### src/rtl/hdmi_log_arbiter_pkg.sv
// Shared widths, FSM encoding and output-word packing for the HDMI log arbiter.
// Replaces the old hdmi_log_defs.vh header.
package hdmi_log_arbiter_pkg;
    localparam int HDMI_WORD_W = 40;
    localparam int CH_ID_W     = 4;
    localparam int SEQ_W       = 4;
    localparam int LOG_OUT_W   = 48;

    typedef enum logic {
        ST_IDLE = 1'b0,
        ST_READ = 1'b1
    } state_t;

    typedef logic [LOG_OUT_W-1:0] log_word_t;

    function automatic log_word_t pack_word(logic [CH_ID_W-1:0] id, logic [SEQ_W-1:0] seq,
                                            logic [HDMI_WORD_W-1:0] word);
        return {id, seq, word};
    endfunction
endpackage

### src/rtl/hdmi_log_arbiter_if.sv
// Channel FIFO read ports plus tagged output stream of the HDMI log arbiter.
interface hdmi_log_arbiter_if #(parameter int NUM_CH = 3);
    import hdmi_log_arbiter_pkg::*;

    logic [NUM_CH-1:0]             ch_enable;
    logic [NUM_CH-1:0]             ch_empty;
    logic [NUM_CH-1:0]             ch_read;
    logic [NUM_CH*HDMI_WORD_W-1:0] ch_data;
    logic                          out_valid;
    logic                          out_ready;
    logic [LOG_OUT_W-1:0]          out_data;
    logic                          busy;

    modport master (
        output ch_enable, ch_empty, ch_data, out_ready,
        input  ch_read, out_valid, out_data, busy
    );

    modport slave (
        input  ch_enable, ch_empty, ch_data, out_ready,
        output ch_read, out_valid, out_data, busy
    );
endinterface

### src/rtl/hdmi_log_arbiter_skid.sv
// Two-entry in-order output buffer; the head entry drives the output directly.
module hdmi_log_arbiter_skid
    import hdmi_log_arbiter_pkg::*;
(
    input  logic       i_clk,
    input  logic       i_rst,
    input  logic       i_push,
    input  log_word_t  i_din,
    input  logic       i_pop,
    output logic       o_valid,
    output log_word_t  o_dout,
    output logic [1:0] o_occ
);
    logic [1:0] r_occ;
    log_word_t  r_head;
    log_word_t  r_tail;

    always_ff @(posedge i_clk or posedge i_rst) begin
        if (i_rst) begin
            r_occ  <= 2'd0;
            r_head <= '0;
            r_tail <= '0;
        end else begin
            case ({i_push, i_pop})
                2'b10: begin
                    if (r_occ == 2'd0) r_head <= i_din;
                    else               r_tail <= i_din;
                    r_occ <= r_occ + 2'd1;
                end
                2'b01: begin
                    r_head <= r_tail;
                    r_occ  <= r_occ - 2'd1;
                end
                2'b11: begin
                    // Occupancy holds; the new word lands behind whatever remains.
                    if (r_occ == 2'd1) begin
                        r_head <= i_din;
                    end else begin
                        r_head <= r_tail;
                        r_tail <= i_din;
                    end
                end
                default: ;
            endcase
        end
    end

    assign o_valid = (r_occ != 2'd0);
    assign o_dout  = r_head;
    assign o_occ   = r_occ;
endmodule

### src/rtl/hdmi_log_arbiter.sv
// Round-robin burst reader for per-channel HDMI capture FIFOs, merged into one
// tagged {ch_id, seq, word} stream through a two-entry output buffer.
module hdmi_log_arbiter
    import hdmi_log_arbiter_pkg::*;
#(
    parameter int NUM_CH    = 3,
    parameter int BURST_LEN = 8
) (
    input logic               i_log_clk,
    input logic               i_reset,
    hdmi_log_arbiter_if.slave io_bus
);
    localparam int CH_W = (NUM_CH > 1) ? $clog2(NUM_CH) : 1;
    localparam int BC_W = $clog2(BURST_LEN + 1);

    state_t                        r_state, w_state_nxt;
    logic [CH_W-1:0]               r_rr, w_rr_nxt;
    logic [CH_W-1:0]               r_gnt, w_gnt_nxt, w_gnt_inc;
    logic [CH_W-1:0]               r_pend_ch;
    logic [BC_W-1:0]               r_burst, w_burst_nxt;
    logic                          r_pending;
    logic [NUM_CH-1:0][SEQ_W-1:0]  r_seq;

    logic [NUM_CH-1:0] w_read;
    logic              w_issue, w_pop, w_room, w_found, w_skid_valid;
    logic [CH_W-1:0]   w_idx;
    logic [1:0]        w_occ;
    logic [2:0]        w_fill;
    log_word_t         w_cap, w_head;

    assign w_pop     = w_skid_valid & io_bus.out_ready;
    assign w_fill    = {1'b0, w_occ} + {2'b00, r_pending};
    assign w_room    = (w_fill < (3'd2 + {2'b00, w_pop}));
    assign w_gnt_inc = (r_gnt == CH_W'(NUM_CH - 1)) ? '0 : r_gnt + CH_W'(1);

    always_comb begin
        w_state_nxt = r_state;
        w_rr_nxt    = r_rr;
        w_gnt_nxt   = r_gnt;
        w_burst_nxt = r_burst;
        w_read      = '0;
        w_issue     = 1'b0;
        w_found     = 1'b0;
        w_idx       = '0;
        case (r_state)
            ST_IDLE: begin
                // Walk from the far end so the channel closest to rr wins.
                for (int i = NUM_CH - 1; i >= 0; i--) begin
                    w_idx = CH_W'((int'(r_rr) + i) % NUM_CH);
                    if (io_bus.ch_enable[w_idx] && !io_bus.ch_empty[w_idx]) begin
                        w_gnt_nxt = w_idx;
                        w_found   = 1'b1;
                    end
                end
                if (w_found) begin
                    w_state_nxt = ST_READ;
                    w_burst_nxt = '0;
                end
            end
            ST_READ: begin
                if (!io_bus.ch_enable[r_gnt]) begin
                    w_state_nxt = ST_IDLE;
                    w_rr_nxt    = w_gnt_inc;
                end else if (w_room) begin
                    if (io_bus.ch_empty[r_gnt]) begin
                        w_state_nxt = ST_IDLE;
                        w_rr_nxt    = w_gnt_inc;
                    end else begin
                        w_issue       = 1'b1;
                        w_read[r_gnt] = 1'b1;
                        w_burst_nxt   = r_burst + BC_W'(1);
                        if (r_burst == BC_W'(BURST_LEN - 1)) begin
                            w_state_nxt = ST_IDLE;
                            w_rr_nxt    = w_gnt_inc;
                        end
                    end
                end
            end
            default: w_state_nxt = ST_IDLE;
        endcase
    end

    always_ff @(posedge i_log_clk or posedge i_reset) begin
        if (i_reset) begin
            r_state   <= ST_IDLE;
            r_rr      <= '0;
            r_gnt     <= '0;
            r_burst   <= '0;
            r_pending <= 1'b0;
            r_pend_ch <= '0;
            r_seq     <= '0;
        end else begin
            r_state   <= w_state_nxt;
            r_rr      <= w_rr_nxt;
            r_gnt     <= w_gnt_nxt;
            r_burst   <= w_burst_nxt;
            r_pending <= w_issue;
            if (w_issue)   r_pend_ch <= r_gnt;
            if (r_pending) r_seq[r_pend_ch] <= r_seq[r_pend_ch] + SEQ_W'(1);
        end
    end

    // FIFO q is valid the cycle after rdreq, so capture uses the channel latched at issue.
    assign w_cap = pack_word(CH_ID_W'(r_pend_ch), r_seq[r_pend_ch],
                             io_bus.ch_data[r_pend_ch*HDMI_WORD_W +: HDMI_WORD_W]);

    hdmi_log_arbiter_skid u_skid (
        .i_clk   (i_log_clk),
        .i_rst   (i_reset),
        .i_push  (r_pending),
        .i_din   (w_cap),
        .i_pop   (w_pop),
        .o_valid (w_skid_valid),
        .o_dout  (w_head),
        .o_occ   (w_occ)
    );

    assign io_bus.ch_read   = w_read;
    assign io_bus.out_valid = w_skid_valid;
    assign io_bus.out_data  = w_head;
    assign io_bus.busy      = (r_state == ST_READ) | r_pending | (w_occ != 2'd0);
endmodule

### src/flat_wrapper.sv
// flat-port wrapper written by rule: the top's interface ports become plain ports
module hdmi_log_arbiter_flat import hdmi_log_arbiter_pkg::*;
#(
    parameter int NUM_CH    = 3,
    parameter int BURST_LEN = 8
)
  (i_log_clk, i_reset, io_bus_ch_enable, io_bus_ch_empty, io_bus_ch_data, io_bus_out_ready, io_bus_ch_read, io_bus_out_valid, io_bus_out_data, io_bus_busy);
  hdmi_log_arbiter_if #(.NUM_CH(NUM_CH)) io_bus_i ();
  input logic i_log_clk;
  input logic i_reset;
  input wire logic [$bits(io_bus_i.ch_enable)-1:0] io_bus_ch_enable;
  input wire logic [$bits(io_bus_i.ch_empty)-1:0] io_bus_ch_empty;
  input wire logic [$bits(io_bus_i.ch_data)-1:0] io_bus_ch_data;
  input wire logic [$bits(io_bus_i.out_ready)-1:0] io_bus_out_ready;
  output wire logic [$bits(io_bus_i.ch_read)-1:0] io_bus_ch_read;
  output wire logic [$bits(io_bus_i.out_valid)-1:0] io_bus_out_valid;
  output wire logic [$bits(io_bus_i.out_data)-1:0] io_bus_out_data;
  output wire logic [$bits(io_bus_i.busy)-1:0] io_bus_busy;
  assign io_bus_i.ch_enable = io_bus_ch_enable;
  assign io_bus_i.ch_empty = io_bus_ch_empty;
  assign io_bus_i.ch_data = io_bus_ch_data;
  assign io_bus_i.out_ready = io_bus_out_ready;
  assign io_bus_ch_read = io_bus_i.ch_read;
  assign io_bus_out_valid = io_bus_i.out_valid;
  assign io_bus_out_data = io_bus_i.out_data;
  assign io_bus_busy = io_bus_i.busy;
  hdmi_log_arbiter #(.NUM_CH(NUM_CH), .BURST_LEN(BURST_LEN)) u_core (.i_log_clk(i_log_clk), .i_reset(i_reset), .io_bus(io_bus_i));
endmodule
### config.mk
export PLATFORM = sky130hd
export DESIGN_NAME = hdmi_log_arbiter_flat
export DESIGN_NICKNAME = d
export VERILOG_FILES = /design/src/rtl/hdmi_log_arbiter_pkg.sv /design/src/rtl/hdmi_log_arbiter_if.sv /design/src/rtl/hdmi_log_arbiter_skid.sv /design/src/rtl/hdmi_log_arbiter.sv /design/src/flat_wrapper.sv
export SDC_FILE = /design/constraint.sdc
export NUM_CORES = 1
export LEC_CHECK = 0
export CORE_ASPECT_RATIO = 0.9
export CORE_MARGIN = 1
export CORE_UTILIZATION = 36
export DETAILED_ROUTE_END_ITERATION = 8
export DONT_BUFFER_PORTS = 1
export PLACE_DENSITY = 0.58
export SLEW_MARGIN = 25
export SYNTH_ARGS = -nofsm -noshare
export SYNTH_HDL_FRONTEND = slang
export SYNTH_SLANG_ARGS = --single-unit
### constraint.sdc
create_clock -name i_log_clk -period 3.8 [get_ports i_log_clk]
set_clock_uncertainty 0.1 [all_clocks]
set_input_delay 0.38 -clock i_log_clk [delete_from_list [all_inputs] [get_ports i_log_clk]]
set_output_delay 0.38 -clock i_log_clk [all_outputs]
set_load 0.05 [all_outputs]
* After elaboration in Yosys (flattened, before gate mapping)
Index checks and enable logic that the tools add are counted.
Storage, ports and cells: logic and storage cells 133, register bits 122, bits of input ports 129, output and inout bits 53
Operators by class: equality and inequality tests 15, bitwise gates (word level) 4, reduce and logical (&&, ||, !) cells 19, add/sub/neg operators 9, divide/modulo/power cells 3, mux-type cells 61, order comparisons 8, multiply operators 1, shifts and indexed selects 1
Operators by type and width (count):
- $mux 48 | 4
- $pmux 48 s3 | 1
- $shiftx 120x9->40 | 1
- $pmux 48 s2 | 1
- $mod 32x3->32 const B | 2
- $mod 3x3->32 const B | 1
- $mux 4 | 6
- $mux 1 | 22
- $bmux 1 s2 | 8
- $mux 2 | 8
- $lt 2x3->1 const B | 5
- $ne 2x2->1 const B | 7
- $bwmux 12 | 1
- $mux 3 | 4
- $add 4x1->4 const B | 2
- $bmux 4 s2 | 1
- $demux 4 s2 | 1
- $pmux 4 s2 | 1
- $eq 2x2->1 const B | 3
- $reduce_and 3->1 | 2
- $reduce_bool 2->1 | 3
- $reduce_bool 3->1 | 2
- $logic_and 1x1->1 | 5
- $mul 2x3->5 const B | 1
- 22 further kinds | 29

* Logic depth before layout (Yosys ltp)
Gate-level depths: netlist of the first run.
word-level depth 12, gate-level depth with buffers 12, gate-level depth less buffers 11

* Cells and area by module
From an unflattened synthesis of the first run, not the netlist that was laid out.
Unflattened totals: cell total of the unflattened synthesis 691, area, all modules 7006.7 µm²
By module, submodules not included:
- hdmi_log_arbiter_skid | instances 1, cells each 403, area an instance 4605.7 µm², seq. area each 2452.4 µm²
- hdmi_log_arbiter | instances 1, cells each 288, area an instance 2401.1 µm², seq. area each 600.6 µm²

* Worst setup path after synthesis of the first run
No wires, ideal clock.
kind register -> output, start point reg u_core.u_skid.r_occ[0] (netlist: u_core.u_skid.o_occ[0]), end point out io_bus_ch_read[0], data required time 3320 ps, slack 807 ps, stages on the path, launching flop included 6, data arrival time 2513 ps, path buffers 0, cells stage by stage dfrtp_1 -> ha_1 -> or3b_1 -> a21oi_2 -> nand4_2 -> nor3_1
On the way: word-level cells in the longest chain between the ends 7, elaborated cells between the ends (all ways) 8, those cells by class add/sub: 2; order compare: 1; mux: 3; bitwise: 1; reduce/logical: 1
RTL lines:
- from (decl) | line hdmi_log_arbiter_skid.sv:14 | logic [1:0] r_occ;
- from (signal assigned) | line hdmi_log_arbiter_skid.sv:28 | r_occ <= r_occ + 2'd1;
- from (signal assigned) | line hdmi_log_arbiter_skid.sv:32 | r_occ <= r_occ - 2'd1;
- $reduce_bool 2->1 | line hdmi_log_arbiter_skid.sv:48 | assign o_valid = (r_occ != 2'd0);
- $and 1x1->1 | line hdmi_log_arbiter.sv:31 | assign w_pop = w_skid_valid & io_bus.out_ready;
- $add 2x1->3 | line hdmi_log_arbiter.sv:33 | assign w_room = (w_fill < (3'd2 + {2'b00, w_pop}));
- $lt 3x3->1 (*) | line hdmi_log_arbiter.sv:33
- $mux 3 (*) | line hdmi_log_arbiter.sv:64 | end else if (w_room) begin
- $mux 3 (*) | line hdmi_log_arbiter.sv:61 | if (!io_bus.ch_enable[r_gnt]) begin
- $mux 3 (*) | line hdmi_log_arbiter.sv:45 | case (r_state)
- to (decl) | line flat_wrapper.sv:15 | output wire logic [$bits(io_bus_i.ch_read)-1:0] io_bus_ch_read;
Every way passes the cells marked *; elsewhere a longest branch is shown, timed or not.

* Worst setup path after layout of the first run
start point reg u_core.u_skid.r_occ[0] (netlist: u_core.u_skid.o_occ[0]), end point reg u_core.u_skid.r_tail[28]
On the way: word-level cells in the longest chain between the ends 5, elaborated cells between the ends (all ways) 11, those cells by class eq/ne: 5; mux: 1; bitwise: 1; reduce/logical: 4
RTL lines:
- $reduce_bool 2->1 (*) | line hdmi_log_arbiter_skid.sv:48
- net io_bus_out_valid | line flat_wrapper.sv:16 | output wire logic [$bits(io_bus_i.out_valid)-1:0] io_bus_out_valid;
- $and 1x1->1 (*) | line hdmi_log_arbiter.sv:31
- $eq 2x2->1 | line hdmi_log_arbiter_skid.sv:24 | case ({i_push, i_pop})
- $ne 2x2->1 (no source line) / $reduce_bool 2->1 (equally long branches)
- $reduce_and 3->1 (no source line)
- to (signal assigned) | line hdmi_log_arbiter_skid.sv:27 | else r_tail <= i_din;
- to (signal assigned) | line hdmi_log_arbiter_skid.sv:40 | r_tail <= i_din;
- to (decl) | line hdmi_log_arbiter_skid.sv:16 | log_word_t r_tail;
The timed path passes the listed nets; every way through them passes the cells marked *. A chain may end at the register's enable or synchronous reset.

==> flow_summary_export.csv, run 1 <==
group,metric,value,unit
cells_and_area,area_growth,13.9,%
setup_path,worstPathRequired,3.99,ns
timing,finalHoldViolations,0,
setup_path,path_common_cell,"inv_1",
timing,finalCritPeriodShare,84.2,%
yosys,ys_types,52,
route,detail-route-antenna-nets,0,
status,status,"complete, no violations",
yosys,synthAdderAreaFrac,2.63,%
yosys,synth_compound_area_share,17.1,%
cells_and_area,post-route-util,41.8,%
grt,antenna_found_initial,0,
place,numPortBuffers,0,
pwr,p_leak,2.95,nW
timing,min_period,3.20,ns
clock_network,cts_resized,0,
cells_and_area,layout.cells.non_filler,816,
yosys,synth_edf_count,0,
yosys,yosys_warnings,0,
route,wl_met3,859,microns
hold_path,hold_class,"input pin to flip-flop",
pwr,powerDensity,1060,nW/um^2
timing,finalMaxSlewViolations,0,
yosys,ys_ff_latch,118,
place,dpl.cell_count,783,
yosys,async_reset_ff_share,100,%
timing,setup_tns,0,ns
clock_network,cts_buffers,17,
yosys,synth_top_area_cell,"dfrtp_1",
clock_network,path_clk_slew,0.06,ns
floorplanning,initial_core_util,36.7,%
floorplanning,rows,45,
timing,fmax,0.312,GHz
setup_path,arrival,3.40,ns
route,route.top_layer_used,"met4",
clock_network,cts.sinks,118,
grt,grt_pass1_vias,4662,
cells_and_area,n_antenna_cell,0,
yosys,ys.flop_type,"dfrtp_1",
floorplanning,die_height,126,microns
setup_path,slowest_stage,"o211a_2",
cells_and_area,drive_above_1_share,18.0,%
clock_network,htree_levels,4,
clock_network,root_buffer,"clkbuf_16",
clock_network,hold_buffers,1,
route,wl_met1,6230,microns
setup_path,cp_max_fo,19,
yosys,synth_area_leaders,"dfrtp_1 48%, mux2_2 8.4%, mux2i_1 7.8%",
grt,grt_max_degree,93,
floorplanning,die_area,17700,sq um
timing,final-setup-viol-count,0,
grt,grt_pass1_wl,24400,microns
yosys,synth_simple_gate_area_share,10.0,%
clock_network,clock_path_buffers,2,
route,wire_per_inst,18.1,microns
grt,grt_usage,17.8,%
setup_path,worstSetupStartpointType,"flip-flop",
yosys,yosys.area_share.xor_xnor,1.42,%
place,post-dp-hpwl,10000,microns
floorplanning,io_pins,182,
grt,grt_remaining_overflow,0,
route,drtPass1Iterations,4,
yosys,synthCells,604,
yosys,netlist_area,6180,sq um
setup_path,worstSetupPathType,"flip-flop to flip-flop",
yosys,syn_area_per_cell,10.2,sq um
route,drc,0,
setup_path,cp_cell_sequence,"inv_1 > ha_1 > inv_1 > nand2_1 > inv_1 > ha_1 > o211a_2 > buf_4 > mux2_2",
route,wl_met2,7500,microns
yosys,synth_top_area_share,47.8,%
timing,rsz0062_at_grt,"false",
timing,worst_slew_pin_slew,0.905,ns
cells_and_area,final_nets,734,
floorplanning,die_w,140,microns
floorplanning,coreArea,16800,sq um
route,viasPerCell,5.42,
yosys,yosysMostFrequentCell,"dfrtp_1",
run,drv_cap,0,
clock_network,cts_setup_buffers,0,
timing,slew_headroom,39.7,%
yosys,ys_top_cells_by_count,"118 x dfrtp_1, 57 x nand2_1, 53 x a21oi_1, 51 x nor2_1",
clock_network,clock_latency,0.41,ns
yosys,synth_top_family_by_area,"compound AO/OA/AOI/OAI gates",
place,place_congestion,0.828,
yosys,synth.area.mux_share,16.9,%
setup_path,cp_top_family,"buffers and inverters",
pwr,ir_worst_vdd,0.000315,V
route,vias,4423,
yosys,ys_seq_area_share,47.8,%
setup_path,cp_num_buf_inv,4,
setup_path,worst_path_largest_cell_delay,0.54,ns
clock_network,cts_tree,"built",
route,wl,14700,microns
setup_path,crit_path_end_kind,"flip-flop",
route,drtIter0Drc,191,
## worst reg2reg max path, cell delays in order, from the launching register on
cell,delay (ns)
dfrtp_1,0.42
inv_1,0.07
ha_1,0.23
inv_1,0.43
nand2_1,0.24
inv_1,0.15
ha_1,0.27
o211a_2,0.55
buf_4,0.27
mux2_2,0.35
## per-stage QoR
| step | power (mW) | worst slack (ns) | hold WS [ns] | cell area, sq um |
|---|---|---|---|---|
| after floorplan | 5.14 | 0.191 | 0.341 | 6190 |
| after global placement | 5.70 | 0.730 | 0.353 | 6420 |
| after detailed placement | 5.84 | 0.567 | 0.360 | 6420 |
| after CTS | 7.52 | 0.566 | 0.139 | 7040 |
| after global routing | 7.95 | 0.392 | 0.164 | 7040 |
| final | 7.43 | 0.599 | 0.160 | 7040 |
## final cells by class
type                            instances  area, sq um
Multi-Input combinational cell        430         3020
Sequential cell                       118         2960
Clock inverter                         13          173
Tap cell                              211          264
Clock buffer                           19          443
Inverter                               14         55.1
Timing Repair Buffer                   11          135
Fill cell                            1565         9790
## logic make-up (layout without fill, tap and decap cells)
group / count (synthesis) / after routing
AOI/OAI and AO/OA: 168 / 168
xor gates and xnor gates: 10 / 10
adders and majority gates: 13 / 13
buffers and inverters: 57 / 57
DFF: 118 / 118
muxes: 98 / 98
other: 1 / 2
and+or+nand+nor: 139 / 139
## cell usage in the layout (no fill, tap or decap), types with 2 or more instances in the layout
master      instances
nand2b_1            3
o21ai_4             2
clkinvlp_4          4
a21o_1              2
xor2_1              4
a2bb2oi_1           4
xnor2_1             6
mux2_2             46
nor3b_1             2
nand2_1            57
mux2_1              3
nor2_1             51
buf_4               6
mux2i_1            48
clkbuf_16          17
ha_1               13
clkinv_4            3
o21ai_0            47
nor3_1              2
inv_1              12
a22oi_1            45
nor2b_1             6
dfrtp_1           116
buf_12              4
bufinv_16           3
nand3b_1            5
conb_1              2
and2b_1             2
inv_6               3
a21oi_1            53
## sequential cells by signal, indices dropped and copies added (netlist names)
name	flops
u_core.r_gnt	2
u_core.r_rr	2
u_core.r_seq	12
u_core.u_skid.o_occ	2
u_core.r_burst	4
u_core.r_pend_ch	2
u_core.u_skid.r_tail	46
u_core.r_pending	1
u_core.u_skid.o_dout	46
u_core.r_state	1
## metal layers
layer | GRT usage (%) | vias up
met5 | 0 | -
met4 | 6.33 | 0
met3 | 5.36 | 15
met2 | 30.5 | 127
met1 | 21.3 | 2163
li1 | - | 2118
## final timing paths
| check | slack (ns) | to | cells after the start | start |
|---|---|---|---|---|
| max | 0.60 | u_core.u_skid.r_tail[28]$_DFFE_PP0P_ | 9 | u_core.u_skid.o_occ[0]$_DFFE_PP0P_ |
| min in group asynchronous | 0.54 | u_core.u_skid.o_dout[8]$_DFFE_PP0P_ | 2 | i_reset |
| min | 0.16 | u_core.u_skid.r_tail[23]$_DFFE_PP0P_ | 3 | io_bus_ch_data[103] |
| min reg2reg | 0.37 | u_core.r_seq[0]$_DFFE_PP0P_ | 1 | u_core.r_seq[0]$_DFFE_PP0P_ |
| max in group asynchronous | 2.27 | u_core.u_skid.o_dout[30]$_DFFE_PP0P_ | 3 | i_reset |
| max reg2reg | 0.60 | u_core.u_skid.r_tail[28]$_DFFE_PP0P_ | 9 | u_core.u_skid.o_occ[0]$_DFFE_PP0P_ |
## where the power goes
group | internal (mW) | switching, mW | total (mW) | leakage [nW]
clock | 1.06 | 0.604 | 1.66 | 0.287
combinational | 1.13 | 1.46 | 2.59 | 1.23
sequential | 1.84 | 1.34 | 3.18 | 1.43
total | 4.03 | 3.40 | 7.43 | 2.95
(Power assumes the default switching activity.)
==> run 2: changes to the inputs <==
--- a/config.mk
+++ b/config.mk
@@ -10,7 +10,7 @@
 export CORE_UTILIZATION = 36
 export DETAILED_ROUTE_END_ITERATION = 8
 export DONT_BUFFER_PORTS = 1
-export PLACE_DENSITY = 0.58
+export PLACE_DENSITY = 0.56
 export SLEW_MARGIN = 25
 export SYNTH_ARGS = -nofsm -noshare
 export SYNTH_HDL_FRONTEND = slang
==> constraint.sdc (replaced) <==
create_clock -name i_log_clk -period 3.1 [get_ports i_log_clk]
set_clock_uncertainty 0.1 [all_clocks]
set_input_delay 0.31 -clock i_log_clk [delete_from_list [all_inputs] [get_ports i_log_clk]]
set_output_delay 0.31 -clock i_log_clk [all_outputs]
set_load 0.05 [all_outputs]
==> flow_summary_export.csv, run 2 (same netlist as run 1, synthesis figures left out) <==
group,metric,value,unit
status,status,"complete, no violations",
cells_and_area,final_nets,737,
clock_network,root_buffer,"clkbuf_16",
floorplanning,initial_core_util,36.7,%
setup_path,worstPathRequired,2.69,ns
clock_network,clock_path_buffers,2,
setup_path,cp_cell_sequence,"ha_1 > or3b_1 > a21oi_2 > nand4_2 > inv_2 > and2_2",
floorplanning,die_w,140,microns
grt,grt_pass1_wl,23800,microns
clock_network,clock_latency,0.41,ns
place,dpl.cell_count,786,
cells_and_area,drive_above_1_share,17.9,%
route,wl,14600,microns
cells_and_area,regArea,2960,sq um
place,post-dp-hpwl,9750,microns
timing,slew_headroom,50.1,%
cells_and_area,post-route-util,41.7,%
cells_and_area,mostFrequentLayoutCells,"116 x dfrtp_1, 57 x nand2_1, 53 x a21oi_1",
hold_path,hold_class,"input pin to flip-flop",
clock_network,path_clk_slew,0.06,ns
route,drtIter0Drc,161,
setup_path,r2r_slack,0.58,ns
floorplanning,rows,45,
floorplanning,die_area,17700,sq um
clock_network,htree_levels,4,
timing,finalHoldViolations,0,
timing,min_period,2.93,ns
setup_path,cp_max_fo,8,
setup_path,worstSetupPathType,"flip-flop to output pin",
floorplanning,io_pins,182,
place,dpl_worst_slack,0.335,ns
clock_network,cts_buffers,17,
timing,setup_tns,0,ns
cells_and_area,n_antenna_cell,0,
timing,fmax,0.341,GHz
clock_network,cts.sinks,118,
setup_path,worst_path_largest_cell_delay,0.44,ns
timing,setup_slack,0.170,ns
timing,finalCritPeriodShare,94.5,%
route,detail-route-antenna-nets,0,
grt,grt_max_degree,93,
cells_and_area,area_growth,13.5,%
route,vias,4515,
setup_path,slowest_stage,"dfrtp_1",
pwr,p_leak,2.94,nW
clock_network,cts_setup_buffers,0,
timing,worst_slew_pin_slew,0.747,ns
grt,antenna_found_initial,0,
pwr,ir_worst_vdd,0.000474,V
run,drv_cap,0,
pwr,powerDensity,1270,nW/um^2
cells_and_area,multi_input_area,3020,sq um
cells_and_area,final_common_cell,"dfrtp_1",
route,viasPerCell,5.51,
grt,grt_remaining_overflow,0,
timing,final-setup-viol-count,0,
setup_path,worstSetupStartpointType,"flip-flop",
cells_and_area,layout.cells.non_filler,819,
clock_network,cts_tree,"built",
place,numPortBuffers,0,
route,drc,0,
timing,whs,0.0948,ns
floorplanning,die_height,126,microns
floorplanning,coreArea,16800,sq um
grt,grt_pass1_vias,4474,
grt,grt_usage,17.5,%
setup_path,crit_path_end_kind,"output pin",
place,place_congestion,0.762,
timing,finalMaxSlewViolations,0,
timing,rsz0062_at_grt,"false",
setup_path,arrival,2.52,ns
route,drtPass1Iterations,4,
cells_and_area,n_fill_cell,1584,
route,wire_per_inst,17.9,microns
==> run 2: cell count changes in the layout (fill, tap and decap cells not counted), moves of 2 or more <==
cell / previous run / this run
clkbuf_8: 1 / 3
clkinv_4: 3 / 1
clkinv_2: 0 / 2
clkbuf_1: 1 / 5
bufinv_16: 3 / 1
inv_6: 3 / 0
buf_4: 6 / 9
==> run 2: power by group <==
part           switching (mW)  internal [mW]
Clock                   0.679           1.16
Sequential               1.65           2.26
Combinational            1.76           1.38
Total                    4.10           4.80
==> run 2: timing repair <==
action / in CTS / in global routing
endpoints found under the setup margin: 0 / 1
resized for setup: 0 / 1
hold buffers: 1 / 0
hold endpoints to repair: 31 / 0
==> run 2: metrics by stage <==
stage,total power [mW],area [sq um]
after floorplan,6.30,6190
after global placement,6.97,6440
after CTS,8.98,7010
after detailed placement,7.11,6440
after global routing,9.52,7010
final,8.90,7010
==> run 2: final timing paths <==
check,start,cells past startpoint,endpoint
min in group asynchronous,i_reset,2,u_core.u_skid.o_dout[3]$_DFFE_PP0P_
worst max-delay path,u_core.r_pending$_DFF_PP0_,6,io_bus_ch_read[1]
worst min register to register,u_core.r_seq[11]$_DFFE_PP0P_,1,u_core.r_seq[11]$_DFFE_PP0P_
max in group asynchronous,i_reset,4,u_core.u_skid.r_tail[34]$_DFFE_PP0P_
worst min-delay path,io_bus_ch_data[80],3,u_core.u_skid.r_tail[0]$_DFFE_PP0P_
worst max register to register,u_core.u_skid.o_occ[0]$_DFFE_PP0P_,10,u_core.u_skid.r_tail[11]$_DFFE_PP0P_
==> run 2: worst max-delay path, delay by kind of cell, from the launching register on <==
| family | cells | cell delay [ns] |
|---|---|---|
| AND/OR/NAND/NOR | 3 | 1.00 |
| flip-flops | 1 | 0.44 |
| adder cells (fa/ha/maj) | 1 | 0.29 |
| buffers and inverters | 1 | 0.19 |
| AO/OA/AOI/OAI | 1 | 0.18 |
==> run 2: layout make-up <==
cell class	count	share of cell area, %
multi-input combinational	430	43.1
clock inverter	7	1.02
tap	211	3.76
clock buffer	25	6.92
inverter	14	0.803
sequential	118	42.1
timing repair buffer	14	2.25
==> run 2: per-layer routing <==
metal  vias to the layer above  global-route usage, %  wire [microns]
li1                       2127                      -               -
met3                        17                   5.25             793
met5                         -                      0               0
met1                      2239                   21.7            6380
met2                       132                   29.0            7190
met4                         0                   6.21             249
